[src/rtl/cpu_pkg.sv]
// rtl/cpu_pkg.sv - shared types and constants for the register-read hazard block
//
// Purpose: defines the in-flight slot record {wr, rd}, the pipeline depth
// and the hardwired zero register used by hazard_slot and regfileread_hazard.
package cpu_pkg;

  // One in-flight instruction: does it write the register file, and where.
  typedef struct packed {
    logic       wr;
    logic [4:0] rd;
  } slot_t;

  localparam int          PIPE_DEPTH = 4;
  localparam logic [4:0]  ZERO_REG   = 5'd31;

  // Slots S1..S3 take part in the hazard check; S4 writes the register file
  // in the same cycle the decode stage reads it, so it never blocks a read.
  localparam logic [PIPE_DEPTH-1:0] HAZARD_MASK = 4'b0111;

endpackage

[src/rtl/hazard_slot.sv]
// rtl/hazard_slot.sv - one in-flight pipeline slot with destination match
//
// Purpose: holds a single {wr, rd} record and reports whether it is a pending
// write to either of two probed source registers.
// Ports:
//   clk_i, reset_i        clock, asynchronous active-high reset
//   d_i                   record entering the slot on the next edge
//   q_o                   record currently held
//   probe_a_i, probe_b_i  source register numbers to compare against
//   match_a_o, match_b_o  slot holds a pending write to the probed register
module hazard_slot
  import cpu_pkg::*;
(
  input  logic       clk_i,
  input  logic       reset_i,
  input  slot_t      d_i,
  output slot_t      q_o,
  input  logic [4:0] probe_a_i,
  input  logic [4:0] probe_b_i,
  output logic       match_a_o,
  output logic       match_b_o
);

  slot_t slot_q;

  always_ff @(posedge clk_i or posedge reset_i) begin
    if (reset_i) begin
      slot_q <= '0;
    end else begin
      slot_q <= d_i;
    end
  end

  assign q_o       = slot_q;
  assign match_a_o = slot_q.wr & (slot_q.rd == probe_a_i);
  assign match_b_o = slot_q.wr & (slot_q.rd == probe_b_i);

endmodule

[src/rtl/regfileread_hazard.sv]
// rtl/regfileread_hazard.sv - decode-stage read-after-write stall generator
//
// Purpose: tracks four in-flight writes, stalls decode while a source register
// has a pending write in S1..S3, and counts stall cycles (saturating).
// Ports:
//   clk, reset            clock, asynchronous active-high reset
//   IssueValid            decode presents an instruction
//   Rn/UseRn, Rm/UseRm    source registers and whether they are read
//   RegWrt, Rd            instruction writes register Rd
//   Stall                 presented instruction is held this cycle
//   WbRegWrt, WbRd        write-back enable / destination (slot S4)
//   StallCount            saturating count of stall cycles since reset
module regfileread_hazard
  import cpu_pkg::*;
(
  input  logic       clk,
  input  logic       reset,
  input  logic       IssueValid,
  input  logic [4:0] Rn,
  input  logic       UseRn,
  input  logic [4:0] Rm,
  input  logic       UseRm,
  input  logic       RegWrt,
  input  logic [4:0] Rd,
  output logic       Stall,
  output logic       WbRegWrt,
  output logic [4:0] WbRd,
  output logic [7:0] StallCount
);

  // chain[0] is the incoming entry, chain[k] is slot Sk.
  slot_t                 chain [PIPE_DEPTH+1];
  logic [PIPE_DEPTH-1:0] rn_match;
  logic [PIPE_DEPTH-1:0] rm_match;
  logic                  hit_rn;
  logic                  hit_rm;
  logic                  accept;
  logic [7:0]            stall_cnt_q;
  logic [7:0]            stall_cnt_d;

  for (genvar k = 0; k < PIPE_DEPTH; k++) begin : g_slot
    hazard_slot u_slot (
      .clk_i     (clk),
      .reset_i   (reset),
      .d_i       (chain[k]),
      .q_o       (chain[k+1]),
      .probe_a_i (Rn),
      .probe_b_i (Rm),
      .match_a_o (rn_match[k]),
      .match_b_o (rm_match[k])
    );
  end

  assign hit_rn = UseRn & (Rn != ZERO_REG) & (|(rn_match & HAZARD_MASK));
  assign hit_rm = UseRm & (Rm != ZERO_REG) & (|(rm_match & HAZARD_MASK));
  assign Stall  = IssueValid & (hit_rn | hit_rm);
  assign accept = IssueValid & ~Stall;

  // A stalled or absent instruction enters the pipe as a bubble, which is
  // what drains the blocking slot. Writes to the zero register never pend.
  always_comb begin
    chain[0] = '0;
    if (accept) begin
      chain[0].wr = RegWrt & (Rd != ZERO_REG);
      chain[0].rd = Rd;
    end
  end

  assign WbRegWrt = chain[PIPE_DEPTH].wr;
  assign WbRd     = chain[PIPE_DEPTH].rd;

  always_comb begin
    stall_cnt_d = stall_cnt_q;
    if (Stall && (stall_cnt_q != 8'hFF)) begin
      stall_cnt_d = stall_cnt_q + 8'd1;
    end
  end

  always_ff @(posedge clk or posedge reset) begin
    if (reset) begin
      stall_cnt_q <= '0;
    end else begin
      stall_cnt_q <= stall_cnt_d;
    end
  end

  assign StallCount = stall_cnt_q;

endmodule

[config.mk]
export PLATFORM = sky130hd
export DESIGN_NAME = regfileread_hazard
export DESIGN_NICKNAME = d
export VERILOG_FILES = /design/src/rtl/cpu_pkg.sv /design/src/rtl/hazard_slot.sv /design/src/rtl/regfileread_hazard.sv
export SDC_FILE = /design/constraint.sdc
export NUM_CORES = 1
export LEC_CHECK = 0
export ABC_AREA = 1
export BUFFER_PORTS_ARGS = -buffer_cell sky130_fd_sc_hd__buf_2
export CORE_MARGIN = 2
export CORE_UTILIZATION = 35
export DETAILED_ROUTE_END_ITERATION = 8
export HOLD_SLACK_MARGIN = 0.05
export REMOVE_ABC_BUFFERS = 1
export SLEW_MARGIN = 10
export SYNTH_ARGS = -nofsm -noshare
export SYNTH_HDL_FRONTEND = slang
export SYNTH_SLANG_ARGS = --single-unit
[constraint.sdc]
create_clock -name clk -period 1.5 [get_ports clk]
set_clock_uncertainty 0.1 [all_clocks]
set_input_delay 0.075 -clock clk [delete_from_list [all_inputs] [get_ports clk]]
set_output_delay 0.075 -clock clk [all_outputs]
set_load 0.1 [all_outputs]
==> results.cfg <==
[sta]
relSlewSlack_pct = 67.63
min_period_over_period_pct = 120.3
maxSlewViolCount = 0
tightestPinTransition_ns = 0.4889
worst_hold_slack_ns = 0.09421
setup_violations = 15
fmax_ghz = 0.5543
finalHoldViolations = 0
grt_setup_unrepaired = true
final.setup.worst_slack_ns = -0.3042
min_period_ns = 1.804

[floorplanning]
die_x_um = 75.02
fp.dieArea_um2 = 5628
fp.coreArea_um2 = 4786
io_pins = 36
die_height_um = 75.02
rows = 25
start_util_pct = 36.89

[cts]
htree_levels = 2
clockBufferDepth = 2
cts_sinks = 32
cts.reportedPaths.clkPinSlew_ns = 0.07
tritoncts = built
root_buffer = clkbuf_8
clk_latency_ns = 0.29
cts_buffers = 5

[synthesis]
netlist_area_um2 = 1765
ys_ff_latch = 32
synth_top_area_cell = dfrtp_1
synth_top_area_share_pct = 45.36
synth-seq-area-share_pct = 45.36
netlist_instances = 245
yosys_warnings = 0
synth_area_leaders = dfrtp_1 (45%), nand2_1 (20%), nor2_1 (7.2%), inv_1 (5.3%), nand4_1 (3.9%)
synth.distinct_cells = 23
avgSynthCellArea_um2 = 7.206

[worst_setup_path]
worstPathRequired_ns = 1.32
r2r.worst_path.cells = 13
path_class = reg -> out
reg2reg_to = StallCount[6]$_DFFE_PP0P_
worst-endpoint-arrival_ns = 1.63
worstSetupStartpointType = flop
end_kind = output port
rr_startpoint = g_slot[2].u_slot.q_o[1]$_DFF_PP0_
rrSetupSlack_ns = -0.24
crit_fanout = 4

[min_path]
hold_depth = 3
worst_hold_path_type = in -> reg
hold_start = IssueValid
min_to = g_slot[0].u_slot.q_o[3]$_DFF_PP0_

[grt]
grt_pass1_wl_mm = 7.058
grt_max_degree = 33
antenna_found_initial = 0
grt_overflow = 0
grt_pass1_vias = 1527
track_usage_pct = 17.04

[run_status]
status = complete, but fails checks
violations = setup timing

[layout]
seqCellArea_um2 = 800.8
area_growth_pct = 31.40
nets = 323
fill_cells = 484
n_antenna_cell = 0
multiInputGateArea_um2 = 839.6
final_cell_mix = nand2_1 (88), buf_2 (34), dfrtp_1 (32), nor2_1 (29), inv_1 (23)
post-route-util_pct = 48.47
layout_commonest_cell = nand2_1
drive_gt1_share_pct = 29.14

[pwr]
powerDensity_nw_per_um2 = 1014
p_leak_uw = 0.001301
vdd_drop_max_uv = 1261

[job]
cap_violations = 0

[place]
dp_hpwl_mm = 3.130
gp_congestion = 0.9043
portBuffers = 35

[routing]
wl_mm = 4.175
antenna_left = 0
wire_per_inst_um = 11.31
vias = 1639
viasPerCell = 4.442
drc = 0
drt_iter0_drc = 113
firstDrtPassIters = 4
[layer usage]
metal / wire [um] / up-vias / track usage [%]
li1: - / 858 / -
met1: 1798 / 735 / 21.37
met2: 2107 / 39 / 28.46
met3: 203 / 7 / 3.614
met4: 65 / 0 / 7.143
met5: 0 / - / 0
[cell usage after synthesis]
master    number
buf_4          5
nand4_1       11
inv_2         11
nor3_1         1
xnor2_1        1
nand3_1        9
o21a_1         2
nand2_2        3
clkbuf_1       1
nand2_1       94
xor2_1         4
inv_1         25
o21ai_0        3
nand3_4        1
dfrtp_1       32
nand2_8        1
nor3_2         1
a21oi_1        1
nand2_4        1
ha_1           1
o21ai_1        2
nand3_2        1
nor2_1        34
[report_power, final]
group | leakage, uW | internal (uW) | total [uW] | switching (uW)
Clock | 0.0000510 | 366 | 682 | 317
Sequential | 0.000420 | 927 | 982 | 54.1
Combinational | 0.000830 | 189 | 689 | 500
[area by class of cell]
type | count | area share, %
multi-input combinational | 171 | 36.19
sequential | 32 | 34.52
timing repair buffer | 55 | 15.75
inverter | 36 | 5.933
tap | 67 | 3.614
clock buffer | 6 | 3.560
clock inverter | 2 | 0.4315
[logic make-up after synthesis]
| group | count (synthesis) | synth area share [%] |
|---|---|---|
| AOI/OAI and AO/OA | 8 | 2.551 |
| and+or+nand+nor | 157 | 38.91 |
| DFF | 32 | 45.36 |
| xor gates and xnor gates | 5 | 2.480 |
| adders and majority gates | 1 | 0.7086 |
| buffers and inverters | 42 | 9.993 |
[worst max-delay path by stage]
stage	slack [ns]	to	startpoint
floorplan	-0.90	Stall	g_slot[1].u_slot.q_o[4]$_DFF_PP0_
global placement	-0.13	Stall	g_slot[2].u_slot.q_o[1]$_DFF_PP0_
detailed placement	-0.14	Stall	g_slot[2].u_slot.q_o[1]$_DFF_PP0_
CTS	-0.35	Stall	g_slot[2].u_slot.q_o[1]$_DFF_PP0_
global route	-0.45	Stall	g_slot[2].u_slot.q_o[1]$_DFF_PP0_
finish	-0.30	Stall	g_slot[2].u_slot.q_o[1]$_DFF_PP0_
[critical path, cell delays in order, from the launching register on]
cell	delay (ns)
dfrtp_1	0.38
inv_1	0.06
nand2_1	0.07
nand2_1	0.05
nor2_1	0.11
nand3_1	0.12
nand3_2	0.11
nand2_4	0.07
nand2_8	0.06
inv_4	0.04
nor2_4	0.09
buf_12	0.18
[metrics by stage]
step	setup TNS (ns)	total power, uW	setup WS [ns]	area (um^2)	instances
after CTS	-2.019	2357	-0.3545	2265	368
final	-2.306	2352	-0.3042	2320	369
after detailed placement	-0.8774	1639	-0.1431	2073	351
after floorplan	-6.759	1449	-0.9024	1724	239
after global placement	-0.5876	1640	-0.1289	2073	351
after global routing	-4.433	2478	-0.4475	2320	369
[sequential cells by signal, indices dropped and copies added, names as in the netlist]
register           cells
StallCount             8
g_slot.u_slot.q_o     24
[timing repair]
| action | CTS | global route |
|---|---|---|
| hold buffers | 7 | 0 |
| gates resized for setup | 4 | 17 |
| hold endpoints to repair | 38 | 0 |
| pin swaps | 12 | 7 |
| endpoints found under the setup margin | 15 | 15 |
| setup buffers | 2 | 1 |
(Power assumes the default switching activity.)
